`config.mk`:
```
export PLATFORM = sky130hd
export DESIGN_NAME = ram64_ctrl
export DESIGN_NICKNAME = d
export VERILOG_FILES = /design/src/rtl/ram64_ctrl.sv
export SDC_FILE = /design/constraint.sdc
export NUM_CORES = 1
export LEC_CHECK = 0
export BUFFER_PORTS_ARGS = -buffer_cell sky130_fd_sc_hd__buf_4
export CAP_MARGIN = 15
export CORE_ASPECT_RATIO = 1.1
export CORE_MARGIN = 4
export CORE_UTILIZATION = 50
export CTS_CLUSTER_DIAMETER = 60
export DETAILED_ROUTE_END_ITERATION = 6
export PLACE_DENSITY_LB_ADDON = 0.3
export SLEW_MARGIN = 20
export SYNTH_ARGS = -nofsm -noshare
export SYNTH_HDL_FRONTEND = slang
export SYNTH_SLANG_ARGS = --single-unit
```
`constraint.sdc`:
```
create_clock -name clk -period 8.25 [get_ports clk]
set_input_delay 0.4125 -clock clk [delete_from_list [all_inputs] [get_ports clk]]
set_output_delay 0.4125 -clock clk [all_outputs]
set_load 0.01 [all_outputs]
```
`src/rtl/ram64_ctrl.sv`:
```
// ram64_ctrl: command sequencer in front of a single-port ram64.
// Accepts one valid/ready command at a time and turns it into ram64 accesses:
// read, write, block fill and forward block copy. Each command ends with a
// one-cycle rsp_valid pulse.
//
// Ports
//   clk, reset_n          clock, synchronous active-low reset
//   req_valid/req_ready   command handshake (ready only in IDLE)
//   req_op                00 read, 01 write, 10 fill, 11 copy
//   req_addr/req_src      destination / copy source start address
//   req_len               fill/copy word count minus one
//   req_data              write data / fill pattern
//   rsp_valid/rsp_data    completion pulse and payload (held until next DONE)
//   busy                  a command is in progress
//   ram_address/ram_in/ram_load/ram_out   ram64 connection
//
// state  | meaning
// IDLE   | waiting for a command, req_ready=1
// RD     | single read, ram_out captured into rsp_data
// WR     | single write of the latched data
// FILL   | one write per cycle at addr+i, len+1 cycles
// CP_RD  | copy: read src+i into buf
// CP_WR  | copy: write buf to addr+i, advance i
// DONE   | rsp_valid pulse, back to IDLE
module ram64_ctrl #(
  parameter int ADDR_W = 6,
  parameter int DATA_W = 16
) (
  input  logic              clk,
  input  logic              reset_n,
  input  logic              req_valid,
  output logic              req_ready,
  input  logic [1:0]        req_op,
  input  logic [ADDR_W-1:0] req_addr,
  input  logic [ADDR_W-1:0] req_src,
  input  logic [ADDR_W-1:0] req_len,
  input  logic [DATA_W-1:0] req_data,
  output logic              rsp_valid,
  output logic [DATA_W-1:0] rsp_data,
  output logic              busy,
  output logic [ADDR_W-1:0] ram_address,
  output logic [DATA_W-1:0] ram_in,
  output logic              ram_load,
  input  logic [DATA_W-1:0] ram_out
);

  typedef enum logic [2:0] {
    IDLE  = 3'd0,
    RD    = 3'd1,
    WR    = 3'd2,
    FILL  = 3'd3,
    CP_RD = 3'd4,
    CP_WR = 3'd5,
    DONE  = 3'd6
  } state_t;

  state_t              state_q, state_d;
  logic [ADDR_W-1:0]   addr_q, addr_d;
  logic [ADDR_W-1:0]   src_q, src_d;
  logic [ADDR_W-1:0]   len_q, len_d;
  logic [DATA_W-1:0]   data_q, data_d;
  logic [ADDR_W-1:0]   i_q, i_d;
  logic [DATA_W-1:0]   buf_q, buf_d;
  logic [DATA_W-1:0]   rsp_data_q, rsp_data_d;
  logic                load_raw;
  logic [ADDR_W:0]     len_p1;
  logic                last_word;

  // Word count reported for fill/copy; one bit wider so len=63 reports 64.
  assign len_p1    = {1'b0, len_q} + {{ADDR_W{1'b0}}, 1'b1};
  assign last_word = (i_q == len_q);

  always_comb begin
    state_d     = state_q;
    addr_d      = addr_q;
    src_d       = src_q;
    len_d       = len_q;
    data_d      = data_q;
    i_d         = i_q;
    buf_d       = buf_q;
    rsp_data_d  = rsp_data_q;
    ram_address = '0;
    ram_in      = '0;
    load_raw    = 1'b0;

    case (state_q)
      IDLE: begin
        if (req_valid) begin
          addr_d = req_addr;
          src_d  = req_src;
          len_d  = req_len;
          data_d = req_data;
          i_d    = '0;
          case (req_op)
            2'b00:   state_d = RD;
            2'b01:   state_d = WR;
            2'b10:   state_d = FILL;
            default: state_d = CP_RD;
          endcase
        end
      end
      RD: begin
        ram_address = addr_q;
        rsp_data_d  = ram_out;
        state_d     = DONE;
      end
      WR: begin
        ram_address = addr_q;
        ram_in      = data_q;
        load_raw    = 1'b1;
        rsp_data_d  = data_q;
        state_d     = DONE;
      end
      FILL: begin
        ram_address = addr_q + i_q;
        ram_in      = data_q;
        load_raw    = 1'b1;
        i_d         = i_q + 1'b1;
        if (last_word) begin
          rsp_data_d = DATA_W'(len_p1);
          state_d    = DONE;
        end
      end
      CP_RD: begin
        ram_address = src_q + i_q;
        buf_d       = ram_out;
        state_d     = CP_WR;
      end
      CP_WR: begin
        ram_address = addr_q + i_q;
        ram_in      = buf_q;
        load_raw    = 1'b1;
        i_d         = i_q + 1'b1;
        if (last_word) begin
          rsp_data_d = DATA_W'(len_p1);
          state_d    = DONE;
        end else begin
          state_d    = CP_RD;
        end
      end
      DONE: begin
        state_d = IDLE;
      end
      default: begin
        state_d = IDLE;
      end
    endcase
  end

  always_ff @(posedge clk) begin
    if (!reset_n) begin
      state_q    <= IDLE;
      addr_q     <= '0;
      src_q      <= '0;
      len_q      <= '0;
      data_q     <= '0;
      i_q        <= '0;
      buf_q      <= '0;
      rsp_data_q <= '0;
    end else begin
      state_q    <= state_d;
      addr_q     <= addr_d;
      src_q      <= src_d;
      len_q      <= len_d;
      data_q     <= data_d;
      i_q        <= i_d;
      buf_q      <= buf_d;
      rsp_data_q <= rsp_data_d;
    end
  end

  // Gating with reset_n keeps an aborted command from writing in the reset cycle.
  assign ram_load  = load_raw & reset_n;
  assign req_ready = (state_q == IDLE);
  assign busy      = (state_q != IDLE);
  assign rsp_valid = (state_q == DONE);
  assign rsp_data  = rsp_data_q;

endmodule
```
==> results by stage, run 1 <==
Global routing:
- Summed over all layers, the global routing overflow is 0.
- The first global-routing pass estimated 18,100 microns of wire.
- The number of global-route vias before repair is ~3,600.
- Global routing consumed, over all layers together, between 20% and 30% of the routing resources.
- The initial antenna violation count is 0.
- The largest net degree at the start of global routing is between 80 and 90.

Timing:
- Setup violations remaining at the end of the flow were counted as 0.
- The minimum clock period after layout is ~4.5 ns.
- Hold is met by 0.306 ns.
- The relative slew slack is 30.8%.
- The final sum of negative setup slack is 0 ns.
- The final-report hold violation count came to 0.
- The measured slew at the worst slew-check pin is around 1.0 ns.
- The maximum clock rate is approximately 220 MHz.
- The setup clock skew after layout is slightly above 0.008 ns.
- In the finished design, the share of the clock period the worst path needs comes to about 55%.
- Setup repair after global routing left no endpoint under its margin.
- The max-slew violation count came to 0.

Die:
- The initial utilization of the core area, before any placement, comes to a little over half.
- The height of the die is 104 microns.
- 97 I/O pins were placed.
- The initialized floorplan defines 34 standard-cell rows.
- The width of the chip is 95.6 microns.
- The die covers around 10000 sq um.
- The core region is 8080 sq um.

Run:
- The count of maximum capacitance violations is 0.

Setup path:
- The number of cells on the worst reg-to-reg path is 9.
- Among all stages on the critical path, the largest delay is contributed by sky130_fd_sc_hd__dfxtp_1.
- The maximum fanout along the worst path is 24.
- The signal on the critical path passes through clkinv_1 -> nor2_2 -> nand2_1 -> nand2_1 -> ha_1 -> a21o_1 -> a21oi_1 -> xnor2_1 -> mux2i_1 -> o31ai_1 -> buf_4.
- The data required time at the worst endpoint is around 8 ns.
- For this run, the slowest stage of the critical path takes roughly 0.84 ns.
- The cell repeated most along the worst path is sky130_fd_sc_hd__nand2_1.
- The setup path with the least slack is of type register to output port.
- The worst-case register-to-register setup slack is about 5.6 ns.
- The element type at the critical path end is an output port.
- Data on the critical path arrives at its endpoint at 4.09 ns.
- The worst setup path is launched from a register.
- The endpoint identified for the worst register-to-register timing path is i_q[5].
- The origin of the critical flop-to-flop path is state_q[0].

Place:
- The weighted congestion reported at the end of routability-driven placement is ~1.
- The post-placement cell area is slightly below 5000 sq um.
- The total placed cells including tap cells is 700.
- Port buffering added 96 buffers.
- Detailed placement finished with a half-perimeter wire length of 8110 microns.

Synth:
- A synthesized cell averages between 7 and 8 sq um.
- The cell area after synthesis is 4220 sq um.
- Sorting the synthesized cells by area gives the leading types as sky130_fd_sc_hd__dfxtp_1, sky130_fd_sc_hd__nand2_1, sky130_fd_sc_hd__a21boi_0, sky130_fd_sc_hd__nand3_2, sky130_fd_sc_hd__a21oi_1.
- The number of nets produced by synthesis is 598.
- The count of distinct cell types in the synthesized netlist is 50.
- Counting flops with a built-in enable in the synthesized netlist gives 0.
- The synthesized design devotes to its leading area cell type a little over a third of total area.
- In the synthesized netlist the async set-or-reset flop fraction comes to 0%.
- The synthesized design spends more area on one cell type than any other, namely sky130_fd_sc_hd__dfxtp_1.
- The commonest cells after synthesis are sky130_fd_sc_hd__nand2_1, sky130_fd_sc_hd__dfxtp_1, sky130_fd_sc_hd__a21boi_0.
- The most instantiated flip-flop cell in the synthesis netlist is sky130_fd_sc_hd__dfxtp_1.
- In this run, synthesis produced a sequential element count of 75.
- The number of warnings reported in the yosys synthesis log is 0.
- The sequential share of the synthesized area is 35.6%.
- The most common cell in the synthesized netlist is sky130_fd_sc_hd__nand2_1.
- Synthesis produced about 530 cells.

Finish:
- At the end of the flow, the number of nets in the layout was about 670.
- The post-route cell area is between 5000 and 6000 sq um.
- The number of antenna diodes is 0.
- Of the cells placed in the final design, the portion with a size suffix greater than 1 is 25.0%.
- At the end of the flow the core is filled with cells to 63.1%.
- The number of fill cells is about 710.
- The area growth from synthesis to layout is 21.0%.
- The final standard cell count with taps included and fillers excluded is 716.

Clock tree:
- Clock-pin slew was measured on the worst setup and hold paths at roughly 0.08 ns.
- The buffer type at the clock tree root is sky130_fd_sc_hd__clkbuf_8.
- For this design, the CTS-stage hold fixing added 0 buffers.
- TritonCTS built the clock tree.
- The clock net in this run drives a total of 75 sinks.
- The clock tree synthesis step divided the H-tree into 3 levels.
- No sink is reached through more buffers than the 2 on the longest clock path.
- The number of setup buffers added after CTS is 0.
- The count of instances resized after the clock tree is built is 0.
- Clock latency on the worst-skew pair, taken at its later pin, is 0.36 ns.
- The total CTS buffers is 9.

Detailed routing:
- For this block, the initial DRC count from the detailed router was 440.
- The number of remaining DRC errors is 0.
- The first detailed-routing pass took 6 iterations.
- The detailed-route wire length per cell is ~16 microns.
- Dividing the detail-routed via count by the number of cells gives around 5.6.
- The post-detailed-route count of antenna-violating nets is 0.
- Summing over every cut layer, the via total after detailed routing is 3,979.
- Wires add up to 11,400 microns.

Hold path:
- Counting instances, the worst hold path has a depth of 3.
- The worst hold path begins at req_src[3].
- The class of the tightest hold or removal check is input port to register.
- The path with the worst hold slack has its endpoint at src_q[3].

Outcome:
- The flow ran to the end, and the final reports show no timing, DRC or antenna violations.

Pwr:
- IR analysis of the VDD net gives a maximum drop of 0.000142 V.
- For this design the ratio of total power to cell area is 288 nW/um^2.
- The leakage power is 0.00208 uW.
## how the worst max path moves through the flow
stage,from,endpoint,slack [ns],cells past startpoint
after CTS,state_q[2],ram_address[4],3.84,12
after global routing,state_q[0],ram_address[3],3.46,11
after detailed placement,state_q[2],ram_address[4],4.22,12
after floorplan,state_q[2],ram_address[4],5.12,13
after global placement,state_q[2],ram_address[4],4.43,12
final,state_q[0],ram_address[3],3.75,11
## stage by stage
stage / setup slack [ns] / total power [uW]
6_report: 3.75 / 1470
5_1_grt: 3.46 / 1560
4_1_cts: 3.84 / 1460
3_5_place_dp: 4.22 / 1180
3_3_place_gp: 4.43 / 1170
2_1_floorplan: 5.12 / 995
## area by class of cell
type / instances / area [sq um] / share of cell area (%)
multi-input combinational: 413 / 2510 / 49.3
sequential: 75 / 1500 / 29.4
timing repair buffer: 98 / 736 / 14.4
tap: 108 / 135 / 2.65
clock buffer: 10 / 128 / 2.50
clock inverter: 6 / 63.8 / 1.25
inverter: 6 / 22.5 / 0.442
## power by group
part	total, uW	internal (uW)	leakage [uW]	switching (uW)
Sequential	535	447	0.000612	88.4
Clock	283	140	0.0000927	143
Combinational	650	248	0.00137	402
Total	1470	835	0.00208	633
## cells by family after synthesis
logic type / Yosys count / share of synthesized area [%]
and+or+nand+nor: 217 / 23.4
buffers and inverters: 44 / 4.90
AOI/OAI and AO/OA: 162 / 27.3
muxes: 3 / 0.712
adders and majority gates: 11 / 3.44
DFF: 75 / 35.6
xor gates and xnor gates: 20 / 4.60
## per-layer routing
metal  wire length, microns  part of all wire [%]  vias up  track usage [%]
li1                       -                     -     1966                -
met4                    190                   1.7        0             5.18
met5                      0                     0        -                0
met2                   5090                    45      168             32.9
met1                   5200                    46     1824             34.3
met3                    934                   8.2       21             4.78
## sequential cells by signal, summed over array words and instances (netlist names)
register and count:
i_q 6, data_q 16, buf_q 16, src_q 6
state_q 3, rsp_data 16, len_q 6, addr_q 6
## critical path: cells and delay by family (launching register included)
kind	cells	cell delay, ns
AND/OR/NAND/NOR	3	0.80
XOR/XNOR	1	0.17
adder cells (fa/ha/maj)	1	0.27
flip-flops	1	0.84
AO/OA/AOI/OAI	3	0.71
multiplexers	1	0.10
buffers and inverters	2	0.83
## placed cells by master (no fill, tap or decap), types with 3 or more instances in the layout
cell type / Yosys / routed
sky130_fd_sc_hd__nand2_1: 150 / 150
sky130_fd_sc_hd__buf_4: 1 / 98
sky130_fd_sc_hd__dfxtp_1: 75 / 75
sky130_fd_sc_hd__a21boi_0: 49 / 49
sky130_fd_sc_hd__a21oi_1: 28 / 28
sky130_fd_sc_hd__o21ai_0: 22 / 22
sky130_fd_sc_hd__nor2_1: 20 / 19
sky130_fd_sc_hd__a22o_1: 16 / 16
sky130_fd_sc_hd__xnor2_1: 15 / 15
sky130_fd_sc_hd__nand3_2: 15 / 15
sky130_fd_sc_hd__o21ai_2: 15 / 15
sky130_fd_sc_hd__nor2b_1: 13 / 12
sky130_fd_sc_hd__ha_1: 10 / 10
sky130_fd_sc_hd__clkbuf_8: 0 / 9
sky130_fd_sc_hd__o22ai_1: 7 / 7
sky130_fd_sc_hd__nand3_1: 6 / 6
sky130_fd_sc_hd__inv_1: 5 / 5
sky130_fd_sc_hd__o211ai_1: 4 / 4
sky130_fd_sc_hd__xor2_1: 4 / 4
sky130_fd_sc_hd__mux2i_1: 3 / 3
No activity file was read; power rests on OpenSTA's default activity.
==> inputs of run 2 (changes only) <==
--- a/config.mk
+++ b/config.mk
@@ -9,7 +9,7 @@
 export CAP_MARGIN = 15
 export CORE_ASPECT_RATIO = 1.1
 export CORE_MARGIN = 4
-export CORE_UTILIZATION = 50
+export CORE_UTILIZATION = 49
 export CTS_CLUSTER_DIAMETER = 60
 export DETAILED_ROUTE_END_ITERATION = 6
 export PLACE_DENSITY_LB_ADDON = 0.3
==> constraint.sdc (replaced) <==
create_clock -name clk -period 3.99 [get_ports clk]
set_input_delay 0.1995 -clock clk [delete_from_list [all_inputs] [get_ports clk]]
set_output_delay 0.1995 -clock clk [all_outputs]
set_load 0.01 [all_outputs]
==> run 2 against run 1 <==
Against the previous run:
- core utilization down 1.1 points
- global-route usage up 0.92 points
- non-clock buffer count up 6
- clock skew up 0.0028 ns
- flip-flop and latch count unchanged
- combinational power up 120%
==> results by stage, run 2 (same netlist as run 1, synthesis figures left out) <==
Clock tree:
- The CTS tree is yes.
- Clock-pin slew was measured on the worst setup and hold paths at 0.09 ns.
- The deepest clock path buffer count is 2.
- The number of post-CTS setup repair buffers is 0.
- The sink count of the clock tree is 75.
- The number of levels the H-tree was split into is 3.
- The number of hold buffers added after CTS was 0.
- The total CTS buffers is 9.
- Gates resized during post-CTS repair numbered 0.
- CTS placed an instance of sky130_fd_sc_hd__clkbuf_8 at the clock tree root.
- The clock insertion delay at the later pin of the skew report is between 0.3 and 0.4 ns.

Pwr:
- The power density relative to cell area is 611 nW/um^2.
- The leakage power is ~0.0021 uW.
- The overall power after layout is approximately 3200 uW.
- IR analysis of the VDD net gives a maximum drop of 0.000338 V.

Die:
- The floorplan has 35 rows.
- The die is between 100 and 150 microns tall.
- The number of placed I/O pins is a little under 100.
- The floorplan step defined a core boundary enclosing ~8400 sq um.
- The starting utilization of the core area is between 50% and 60%.
- The die is between 90 and 100 microns wide.
- The overall die area is around 10,000 sq um.

Timing:
- The final-report hold violation count is 0.
- The setup-violating endpoint count in the final report is 0.
- The maximum clock rate is 275 MHz.
- Clock skew on the completed layout was measured at 0.0110 ns.
- The part of the cycle the worst path needs is between 90% and 100%.
- The max-slew violation count is 0.
- In the final timing run, aggregate negative setup slack is 0 ns.
- The worst path needs 3.63 ns of the cycle, external delays included.
- Setup repair after global routing left no endpoint under its margin.
- The measured slew at the worst slew-check pin is around 1.1 ns.
- The worst hold margin is 0.101 ns.
- The relative slew slack is ~30%.

Place:
- The post-DP HPWL is 8300 microns.
- Input and output buffers added on the ports amount to 96.
- At the end of routability-driven placement, the weighted congestion stood at a little over 0.9.
- The post-placement cell area is 4950 sq um.

Global routing:
- The initial antenna violation count is 0.
- Global routing consumed, over all layers together, 23.7% of the routing resources.
- The number of global-route vias before repair was approximately 3,800.
- The first global-routing pass estimated approximately 19,000 microns of wire.
- Entering global routing, the biggest net connects a little under 90 pins.
- Summed over all layers, the global routing overflow is 0.

Detailed routing:
- The aggregate routed wire length is 11,600 microns.
- The detailed router finished its first iteration with between 200 and 300 violations.
- The number of iterations in the first detailed-routing pass is 7.
- The number of remaining DRC errors is 0.
- In the routed layout, each cell is associated on average with a via count of around 5.6.
- The detailed-route wire length per cell is about 16 microns.
- For this block, the via count after detailed routing is 4,034.
- The post-detailed-route count of antenna-violating nets is 0.

Setup path:
- The startpoint-to-endpoint class of the critical path is register to output port.
- Of all nets on the critical path, the largest fanout is 38.
- On the worst path, the slowest cell contributes a delay of about 0.44 ns.
- The slowest stage of the critical path belongs to the cell sky130_fd_sc_hd__dfxtp_1.
- The number of cell instances on the worst register-to-register path is 9.
- The kind of start point of the critical path is a register.
- Walking the worst path, the cells encountered are buf_4 -> xnor2_1 -> nor2_2 -> nand2_1 -> nand2_1 -> ha_1 -> fa_1 -> a21o_1 -> a21oi_1 -> xnor2_1 -> a21oi_1 -> o31ai_1 -> buf_4.
- The data required time at the worst endpoint is roughly 3.8 ns.
- Data arrives at the worst endpoint at around 3.4 ns.
- STA classifies the critical path endpoint as an output port.

Run:
- The tool flagged a number of max-cap violations equal to 0.

Finish:
- The library cell used most frequently in the layout, excluding fill and tap cells, is sky130_fd_sc_hd__nand2_1.
- The number of antenna diodes is 0.
- Cells fill approximately 62% of the core in the end.
- The number of nets in the layout is about 680.
- The share of final-layout standard cells stronger than drive strength 1 is 25.6%.
- The area growth from synthesis to layout is 23.1%.
- After routing the design area is roughly 5200 sq um.
- Leaving out fill and tap cells, the most frequent cells in the layout are sky130_fd_sc_hd__nand2_1, sky130_fd_sc_hd__buf_4, sky130_fd_sc_hd__dfxtp_1.

Hold path:
- The class of the tightest hold or removal check is input port to register.
- The number of stages on the worst hold path is 3.

Outcome:
- The run finished with clean final reports.
-- run 2: metal layers --
metal	vias up	global-route usage (%)	part of all wire, %
met2	174	35.1	46
met3	22	3.50	7.3
met5	-	0	0
met1	1857	34.6	45
met4	0	8.52	2.2
li1	1981	-	-
-- run 2: worst paths after layout --
kind / start / to / slack, ns
max: state_q[1] / ram_address[4] / 0.36
min: req_data[7] / data_q[7] / 0.10
max reg2reg: state_q[1] / i_q[5] / 1.44
min reg2reg: rsp_data[11] / rsp_data[11] / 0.46
-- run 2: critical path, delay by kind of cell, from the launching register on --
| family | cells | cell delay, ns |
|---|---|---|
| XOR/XNOR | 2 | 0.38 |
| flip-flops | 1 | 0.44 |
| adder cells (fa/ha/maj) | 2 | 0.63 |
| buffers and inverters | 2 | 0.59 |
| AO/OA/AOI/OAI | 4 | 0.75 |
| AND/OR/NAND/NOR | 3 | 0.31 |
-- run 2: layout make-up --
| cell class | count | area, sq um |
|---|---|---|
| inverter | 6 | 22.5 |
| multi-input combinational | 413 | 2510 |
| clock buffer | 10 | 138 |
| clock inverter | 6 | 96.3 |
| timing repair buffer | 104 | 781 |
| tap | 111 | 139 |
| sequential | 75 | 1500 |
| fill | 760 | 3180 |
-- run 2: per-stage QoR --
step           std cells  setup slack, ns
2_1_floorplan        532             1.08
3_3_place_gp         709            0.828
3_5_place_dp         709            0.763
4_1_cts              725            0.366
5_1_grt              725            0.140
6_report             725            0.355
-- run 2: where the power goes --
part | switching, uW | total, uW | internal [uW] | leakage [uW]
clock network | 299 | 676 | 377 | 0.000115
registers | 149 | 1070 | 924 | 0.000612
logic | 881 | 1420 | 540 | 0.00140
